===== src/rtl/du_tx_arbiter.sv =====
// Round-robin arbiter that shares one UART transmitter among word-producing requesters.
// Each granted word is latched and sent LSB-first, one byte per tx_start/tx_done handshake.

module du_tx_arbiter #(
  parameter int N_REQ     = 5,
  parameter int NB_DATA   = 32,
  parameter int N_BITS    = 8,
  parameter int N_BYTES   = 4,
  parameter int NB_CNT    = 3,
  parameter int N_TIMEOUT = 0
) (
  input  logic                     i_clock,
  input  logic                     i_reset,
  input  logic [N_REQ-1:0]         i_req,
  input  logic [N_REQ*NB_DATA-1:0] i_data,
  input  logic [N_REQ*NB_CNT-1:0]  i_nbytes,
  input  logic                     i_tx_done_tick,
  output logic [N_BITS-1:0]        o_tx_data,
  output logic                     o_tx_start,
  output logic [N_REQ-1:0]         o_ack,
  output logic [2:0]               o_owner,
  output logic                     o_busy,
  output logic                     o_timeout
);

  // state     | meaning
  // IDLE      | no transfer; round-robin grant on any request
  // START     | o_tx_start pulse for the current byte
  // WAIT_DONE | waiting for the UART done tick, watchdog counting down
  // ACK       | one-cycle o_ack to the owner; round-robin pointer advances
  typedef enum logic [1:0] {IDLE, START, WAIT_DONE, ACK} state_t;

  localparam int OW = 3;
  localparam int WD_W = $clog2(N_TIMEOUT + 2);
  localparam logic [WD_W-1:0] WD_INIT = (N_TIMEOUT > 0) ? WD_W'(N_TIMEOUT - 1) : '0;

  state_t              state_q, state_d;
  logic [NB_DATA-1:0]  word_q, word_d;
  logic [NB_CNT-1:0]   nbytes_q, nbytes_d;
  logic [NB_CNT-1:0]   cnt_q, cnt_d;
  logic [OW-1:0]       owner_q, owner_d;
  logic [OW-1:0]       last_q, last_d;
  logic [WD_W-1:0]     wd_q, wd_d;
  logic [N_BITS-1:0]   tx_data_q, tx_data_d;
  logic                tx_start_q, tx_start_d;
  logic [N_REQ-1:0]    ack_q, ack_d;
  logic                busy_q, busy_d;
  logic                timeout_q, timeout_d;

  logic                gnt_vld;
  logic [OW-1:0]       gnt_idx;
  logic [OW-1:0]       scan_idx;
  logic [NB_CNT-1:0]   req_nb;
  logic [NB_CNT-1:0]   eff_nb;
  logic                wd_expired;

  // First requester after the last owner, wrapping modulo N_REQ.
  always_comb begin
    gnt_vld  = 1'b0;
    gnt_idx  = '0;
    scan_idx = '0;
    for (int i = 1; i <= N_REQ; i++) begin
      scan_idx = OW'((int'(last_q) + i) % N_REQ);
      if (!gnt_vld && i_req[scan_idx]) begin
        gnt_vld = 1'b1;
        gnt_idx = scan_idx;
      end
    end
  end

  always_comb begin
    req_nb = i_nbytes[gnt_idx*NB_CNT +: NB_CNT];
    eff_nb = ((req_nb == '0) || (req_nb > NB_CNT'(N_BYTES))) ? NB_CNT'(N_BYTES) : req_nb;
  end

  assign wd_expired = (N_TIMEOUT > 0) && (wd_q == '0);

  always_comb begin
    state_d    = state_q;
    word_d     = word_q;
    nbytes_d   = nbytes_q;
    cnt_d      = cnt_q;
    owner_d    = owner_q;
    last_d     = last_q;
    wd_d       = wd_q;
    tx_data_d  = tx_data_q;
    tx_start_d = 1'b0;
    ack_d      = '0;
    busy_d     = busy_q;
    timeout_d  = 1'b0;
    case (state_q)
      IDLE: begin
        if (gnt_vld) begin
          state_d    = START;
          word_d     = i_data[gnt_idx*NB_DATA +: NB_DATA];
          nbytes_d   = eff_nb;
          cnt_d      = '0;
          owner_d    = gnt_idx;
          busy_d     = 1'b1;
          tx_start_d = 1'b1;
          tx_data_d  = i_data[gnt_idx*NB_DATA +: N_BITS];
        end
      end
      START: begin
        state_d   = WAIT_DONE;
        wd_d      = WD_INIT;
        timeout_d = (N_TIMEOUT == 1);
      end
      WAIT_DONE: begin
        // The watchdog abort still acknowledges so the requester cannot deadlock.
        if (wd_expired) begin
          state_d        = ACK;
          ack_d[owner_q] = 1'b1;
        end else if (i_tx_done_tick) begin
          if (cnt_q == nbytes_q - 1'b1) begin
            state_d        = ACK;
            ack_d[owner_q] = 1'b1;
          end else begin
            cnt_d      = cnt_q + 1'b1;
            state_d    = START;
            tx_start_d = 1'b1;
            tx_data_d  = word_q[cnt_d*N_BITS +: N_BITS];
          end
        end else if (N_TIMEOUT > 0) begin
          wd_d      = wd_q - 1'b1;
          timeout_d = (wd_q == WD_W'(1));
        end
      end
      ACK: begin
        state_d = IDLE;
        busy_d  = 1'b0;
        last_d  = owner_q;
      end
      default: state_d = IDLE;
    endcase
  end

  always_ff @(posedge i_clock) begin
    if (!i_reset) begin
      state_q    <= IDLE;
      word_q     <= '0;
      nbytes_q   <= '0;
      cnt_q      <= '0;
      owner_q    <= '0;
      last_q     <= OW'(N_REQ - 1);
      wd_q       <= '0;
      tx_data_q  <= '0;
      tx_start_q <= 1'b0;
      ack_q      <= '0;
      busy_q     <= 1'b0;
      timeout_q  <= 1'b0;
    end else begin
      state_q    <= state_d;
      word_q     <= word_d;
      nbytes_q   <= nbytes_d;
      cnt_q      <= cnt_d;
      owner_q    <= owner_d;
      last_q     <= last_d;
      wd_q       <= wd_d;
      tx_data_q  <= tx_data_d;
      tx_start_q <= tx_start_d;
      ack_q      <= ack_d;
      busy_q     <= busy_d;
      timeout_q  <= timeout_d;
    end
  end

  assign o_tx_data  = tx_data_q;
  assign o_tx_start = tx_start_q;
  assign o_ack      = ack_q;
  assign o_owner    = owner_q;
  assign o_busy     = busy_q;
  assign o_timeout  = timeout_q;

endmodule


===== config.mk =====
export PLATFORM = sky130hd
export DESIGN_NAME = du_tx_arbiter
export DESIGN_NICKNAME = d
export VERILOG_FILES = /design/src/rtl/du_tx_arbiter.sv
export SDC_FILE = /design/constraint.sdc
export NUM_CORES = 1
export LEC_CHECK = 0
export CORE_MARGIN = 2
export CORE_UTILIZATION = 48
export DETAILED_ROUTE_END_ITERATION = 8
export GPL_TIMING_DRIVEN = 0
export PLACE_DENSITY = 0.91
export SETUP_SLACK_MARGIN = 0.05
export SLEW_MARGIN = 20
export SYNTH_ARGS = -nofsm -noshare
export SYNTH_HDL_FRONTEND = slang
export SYNTH_SLANG_ARGS = --single-unit

===== constraint.sdc =====
create_clock -name i_clock -period 6.1 [get_ports i_clock]
set_input_delay 0.915 -clock i_clock [delete_from_list [all_inputs] [get_ports i_clock]]
set_output_delay 0.915 -clock i_clock [all_outputs]
set_load 0.005 [all_outputs]

## Word level (Yosys, flattened, before mapping)

Cells that the tools add are included.

- Muxes and demuxes: 41
- Order comparisons: 8
- $add $sub $neg: 7
- Multipliers: 1
- Div/mod/pow operators: 5
- Reductions and logical operators: 19
- Shift operators: 4
- Eq/ne operators: 7

Operators with widths:

| operator | count |
|---|---|
| $mod A32 B4 Y32 const B | 5 |
| $shiftx A160 B9 Y32 | 1 |
| $shiftx A160 B9 Y8 | 1 |
| $shiftx A32 B7 Y8 | 1 |
| $mux W3 | 9 |
| $lt A3 B4 Y1 const B | 6 |
| $mux W8 | 3 |
| $pmux W8 S2 | 1 |
| $bmux W1 S3 | 5 |
| $mux W1 | 15 |
| $shiftx A15 B6 Y3 | 1 |
| $add A3 B2 Y4 const B | 2 |
| $add A3 B3 Y4 const B | 2 |
| $pmux W2 S4 | 1 |
| $reduce_and A4 Y1 | 2 |
| $mux W2 | 3 |
| $ne A2 B2 Y1 const B | 3 |
| $pmux W3 S2 | 1 |
| $reduce_and A2 Y1 | 3 |
| $logic_and A1 B1 Y1 | 5 |
| $mul A3 B2 Y5 const B | 1 |
| $add A3 B1 Y4 const B | 1 |
| $eq A2 B2 Y1 const B | 2 |
| $logic_not A1 Y1 | 4 |
| 12 further kinds | 14 |

- Logic and storage cells: 102
- Register bits: 61
- Output and inout port bits: 19

## Depth between registers and ports, before layout

Gate-level depths: netlist of the first run.

- Depth in word-level cells: 22
- Depth in mapped cells: 24

## Worst setup path before layout of the first run

Ideal clock, no wire load.

- Path kind: register to register
- From: register last_q[0]
- To: register nbytes_q[1]
- Setup slack: 0.483 ns
- Arrival time: 5.525 ns
- Period minus slack after synthesis: 5.617 ns
- Cell stages (with the launch flop): 24
- Cells stage by stage: dfxtp_1 buf_2 clkinv_1 ha_1 buf_4 clkbuf_1 nand2b_1 ha_1 nor2b_1 and4_1 clkbuf_1 nor3_1 a2111oi_4 o31ai_4 or2_2 a2111o_1 o211a_1 buf_2 nor2_2 mux2i_1 mux2i_1 ha_1 or3_1 o32ai_1

- Cells in the longest elaborated chain, start to end: 22
- Elaborated cells between the ends (all ways): 45

Ends and longest elaborated chain:

| what | line | RTL |
|---|---|---|
| start, declared | 42 | `logic [OW-1:0] last_q, last_d;` |
| start signal, assigned | 145 | `last_q <= OW'(N_REQ - 1);` |
| start signal, assigned | 158 | `last_q <= last_d;` |
| $add A3 B1 Y4 | 63 | `scan_idx = OW'((int'(last_q) + i) % N_REQ);` |
| $mod A32 B4 Y32 | 63 |  |
| $bmux W1 S3 | 64 | `if (!gnt_vld && i_req[scan_idx]) begin` |
| $mux W1 (not written as such) | 64 |  |
| $mux W1 | 64 |  |
| $logic_not A1 Y1 | 64 |  |
| $logic_and A1 B1 Y1 | 64 |  |
| $mux W1 | 64 |  |
| (+6 left out) | -- |  |
| $logic_not A1 Y1 | 64 |  |
| $logic_and A1 B1 Y1 | 64 |  |
| $mux W3 | 64 |  |
| $mul A3 B2 Y5 | 72 | `req_nb = i_nbytes[gnt_idx*NB_CNT +: NB_CNT];` |
| $shiftx A15 B6 Y3 | 72 |  |
| $gt A3 B3 Y1 or $logic_not A3 Y1 (tied branches) | 73 | `eff_nb = ((req_nb == '0) \|\| (req_nb > NB_CNT'(N_BYTES))) ? NB_CNT'(N_BYTES) : req_nb;` |
| $logic_or A1 B1 Y1 | 73 |  |
| $mux W3 | 73 |  |
| end signal, assigned | 155 | `nbytes_q <= nbytes_d;` |
| end, declared | 39 | `logic [NB_CNT-1:0] nbytes_q, nbytes_d;` |

Several ways; a longest one is shown, not always the timed one. The select of a mux whose other input is x is not followed.
A chain may end at the register's enable or synchronous reset.

## Final worst setup path of the first run

- From: register last_q[1]
- To: register nbytes_q[1]

Same word-level chain as after synthesis.

==> results.sh, run 1 <==
export IMPL_synth_simple_area_share=0.197
export IMPL_syn_to_final_growth_pct=43.4
export IMPL_worst_slew_pin_slew_ns=0.935
export IMPL_hold_ws_ns=0.498
export IMPL_ys_types=82
export IMPL_power_frac_clock=0.231
export IMPL_grt_pass1_wl_um=38300
export IMPL_routed_wl_um=24700
export IMPL_synth_fp_nets=1020
export IMPL_synthCells=807
export IMPL_peakVddDrop_v=0.000197
export IMPL_total_power_mw=2.40
export IMPL_synth_top_cell_area_share=0.197
export IMPL_synthMuxAreaShare=0.0755
export IMPL_max_freq_mhz=172
export IMPL_grt_total_usage=0.341
export IMPL_core_area_um2=12600
export IMPL_cp_start_kind="flip-flop"
export IMPL_antenna_found_initial=0
export IMPL_skew_ns=0.00985
export IMPL_diodes=0
export IMPL_portBuffers=200
export IMPL_critPathMaxFanout=10
export IMPL_outcome="finished clean"
export IMPL_syn_cell_area_um2=6200
export IMPL_drv_slew=0
export IMPL_routedWlPerCell_um=20.6
export IMPL_clk_pin_slew_ns=0.06
export IMPL_dr_pass1_iters=6
export IMPL_cts_sinks=61
export IMPL_end_kind="flip-flop"
export IMPL_finalCriticalPeriod_ns=5.82
export IMPL_first_global_vias=7543
export IMPL_yosysSeqAreaShare=0.197
export IMPL_synth_top_area_cell="dfxtp_1"
export IMPL_rows=41
export IMPL_comb_power_share=0.526
export IMPL_cts_buffer_depth=2
export IMPL_synthTopCellsByCount="o21ai_0 (85), a21oi_1 (71), dfxtp_1 (61)"
export IMPL_synth_edff_count=0
export IMPL_insertion_delay_ns=0.33
export IMPL_worstHoldPathType="reg -> reg"
export IMPL_fin_crit_sh=0.954
export IMPL_cts_tree="built"
export IMPL_cp_required_ns=6.34
export IMPL_drive_gt1_frac=0.116
export IMPL_die_area_um2=13800
export IMPL_start_util=0.491
export IMPL_overflow=0
export IMPL_io_pins=202
export IMPL_p_sw_frac=0.404
export IMPL_htree_levels=3
export IMPL_synth_top_family_by_area="compound AO/OA/AOI/OAI gates"
export IMPL_yosys_warnings=0
export IMPL_p_seq_frac=0.243
export IMPL_synth_xor_area_share=0.0186
export IMPL_fillerInstances=1048
export IMPL_crit_type="reg -> reg"
export IMPL_hold_viol=0
export IMPL_post_route_drc_count=0
export IMPL_synth_most_common_cell="o21ai_0"
export IMPL_power_switching_mw=0.971
export IMPL_cellPowerDensity_nw_per_um2=270
export IMPL_die_h_um=118
export IMPL_max_cap_violations=0
export IMPL_cts_buffers=9
export IMPL_synth_compound_area_frac=0.371
export IMPL_seq_area_um2=1220
export IMPL_die_width_um=118
export IMPL_vias_per_cell=6.47
export IMPL_p_leak_nw=3.47
export IMPL_setup_viol=0
export IMPL_synth_main_ff_cell="dfxtp_1"
export IMPL_dp_hpwl_um=19100
export IMPL_grt_max_degree=14
export IMPL_cp_arrival_ns=6.06
export IMPL_slew_headroom=0.376
export IMPL_async_flop_share=0
export IMPL_drt_iter0_markers=891
export IMPL_drtAntennaViolNets=0
export IMPL_vias=7760
export IMPL_ctsRootBufferMaster="clkbuf_16"
export IMPL_finalNetCount=1236
export IMPL_p_int_mw=1.43
export IMPL_synth_seq_cells=61
export IMPL_multiInputGateArea_um2=4570
export IMPL_gp_congestion=0.948
export IMPL_synth_avg_cell_area_um2=7.68
export IMPL_synth_fa_ha_area_frac=0.0618
export IMPL_synthTopCellsByArea="dfxtp_1 (20%), o21ai_0 (6.9%), ha_1 (5.9%)"
==> area by class of cell <==
type	count	area share
clock inverters	5	0.00845
flip-flops and latches	61	0.138
repair buffers	207	0.231
inverters	37	0.0169
clock buffers	10	0.0269
plain buffers	74	0.0400
well taps	172	0.0242
multi-input cells	633	0.515
==> per-stage QoR <==
| step | utilization | worst slack, ns | std cells | TNS (ns) | area [um2] |
|---|---|---|---|---|---|
| 5_1_grt | 0.704 | -0.0383 | 1199 | -0.0576 | 8890 |
| 4_1_cts | 0.694 | 0.0701 | 1193 | 0 | 8750 |
| 3_5_place_dp | 0.667 | -0.714 | 1179 | -1.93 | 8410 |
| 6_report | 0.704 | 0.280 | 1199 | 0 | 8890 |
| 3_3_place_gp | 0.667 | -0.669 | 1179 | -1.60 | 8410 |
| 2_1_floorplan | - | 0.483 | 807 | 0 | 6200 |
==> sequential cells by signal, summed over array words and instances (netlist names) <==
name,cells
o_tx_data,8
o_tx_start,1
o_busy,1
last_q,3
o_ack,5
cnt_q,3
state_q,2
o_owner,3
nbytes_q,3
word_q,32
==> critical path, cell delays in order (launching register included) <==
cell        delay [ns]
dfxtp_2           0.43
clkinvlp_4        0.19
buf_4             0.20
ha_1              0.35
o21ai_0           0.33
nand2_1           0.15
xnor2_1           0.25
ha_1              0.21
fa_1              0.19
nand3_1           0.13
or3b_2            0.52
and2_1            0.19
inv_1             0.19
nor3_2            0.10
and3_1            0.23
a221o_1           0.33
buf_2             0.21
buf_4             0.22
a221oi_2          0.38
nand2_1           0.11
ha_1              0.29
or3_1             0.39
o32ai_1           0.13
==> worst paths after layout <==
kind / startpoint / to / slack, ns / cells after the start
setup / recovery: last_q[1]$_SDFFE_PN0P_ / nbytes_q[1]$_SDFFE_PN0P_ / 0.28 / 22
hold / removal: cnt_q[1]$_SDFFE_PN0P_ / cnt_q[1]$_SDFFE_PN0P_ / 0.50 / 2
setup reg to reg: last_q[1]$_SDFFE_PN0P_ / nbytes_q[1]$_SDFFE_PN0P_ / 0.28 / 22
hold reg to reg: cnt_q[1]$_SDFFE_PN0P_ / cnt_q[1]$_SDFFE_PN0P_ / 0.50 / 2
==> power groups by stage <==
stage,clock network [mW],logic (mW),registers (mW)
3_5_place_dp,0,1.21,0.582
2_1_floorplan,0,0.783,0.551
3_3_place_gp,0,1.19,0.581
4_1_cts,0.548,1.22,0.576
6_report,0.554,1.26,0.583
5_1_grt,0.566,1.36,0.586
==> layout by cell type (no fill, tap or decap), types with 5 or more instances in the layout <==
cell type / synthesis / final
a211o_1: 26 / 26
o31ai_1: 5 / 5
clkbuf_1: 48 / 44
nand2_1: 40 / 40
inv_1: 34 / 33
nor3_1: 9 / 9
o211ai_1: 6 / 6
or3_1: 6 / 6
o221ai_1: 8 / 8
nand4_1: 8 / 8
nor4_1: 6 / 6
dfxtp_1: 61 / 59
o21ai_0: 85 / 85
nand3_1: 40 / 40
xnor2_1: 7 / 5
a21oi_1: 71 / 69
a31oi_1: 26 / 26
and3_1: 33 / 33
o32ai_1: 19 / 19
clkdlybuf4s50_1: 0 / 200
a31o_2: 8 / 8
buf_4: 5 / 12
and2_1: 5 / 5
nor2_1: 29 / 29
buf_2: 15 / 11
a22oi_1: 9 / 8
ha_1: 29 / 27
nand2b_1: 8 / 8
o21ai_1: 8 / 8
mux2_2: 8 / 8
clkbuf_16: 0 / 9
a21boi_0: 25 / 25
o211a_1: 5 / 5
mux2i_1: 13 / 12
mux4_2: 11 / 11
==> kinds of logic (layout without fill, tap and decap cells) <==
logic type,count (synthesis),after routing
AOI/OAI and AO/OA,338,338
xor gates and xnor gates,11,11
adders and majority gates,30,30
buffers and inverters,113,333
DFF,61,61
muxes,32,32
other,1,1
and+or+nand+nor,221,221
==> routing by layer <==
metal	vias to the layer above	GRT usage	part of all wire
met4	0	0.183	0.052
met3	115	0.0620	0.097
met1	3577	0.405	0.37
met5	-	0	0
met2	545	0.581	0.48
li1	3523	-	-
==> timing repair <==
| item | 4_1_cts | 5_1_grt |
|---|---|---|
| setup buffers | 0 | 7 |
| gates cloned | 0 | 0 |
| resized for setup | 10 | 23 |
| setup endpoints to repair | 19 | 2 |
| hold buffers | 0 | 0 |
| pin swaps | 0 | 5 |
No activity file was read; power rests on OpenSTA's default activity.
==> run 2, diff against run 1 <==
Settings changed: SLEW_MARGIN 20 to default.
==> results of run 2 <==
Same layout as run 1: the final DEF is identical, and so are final timing and power.
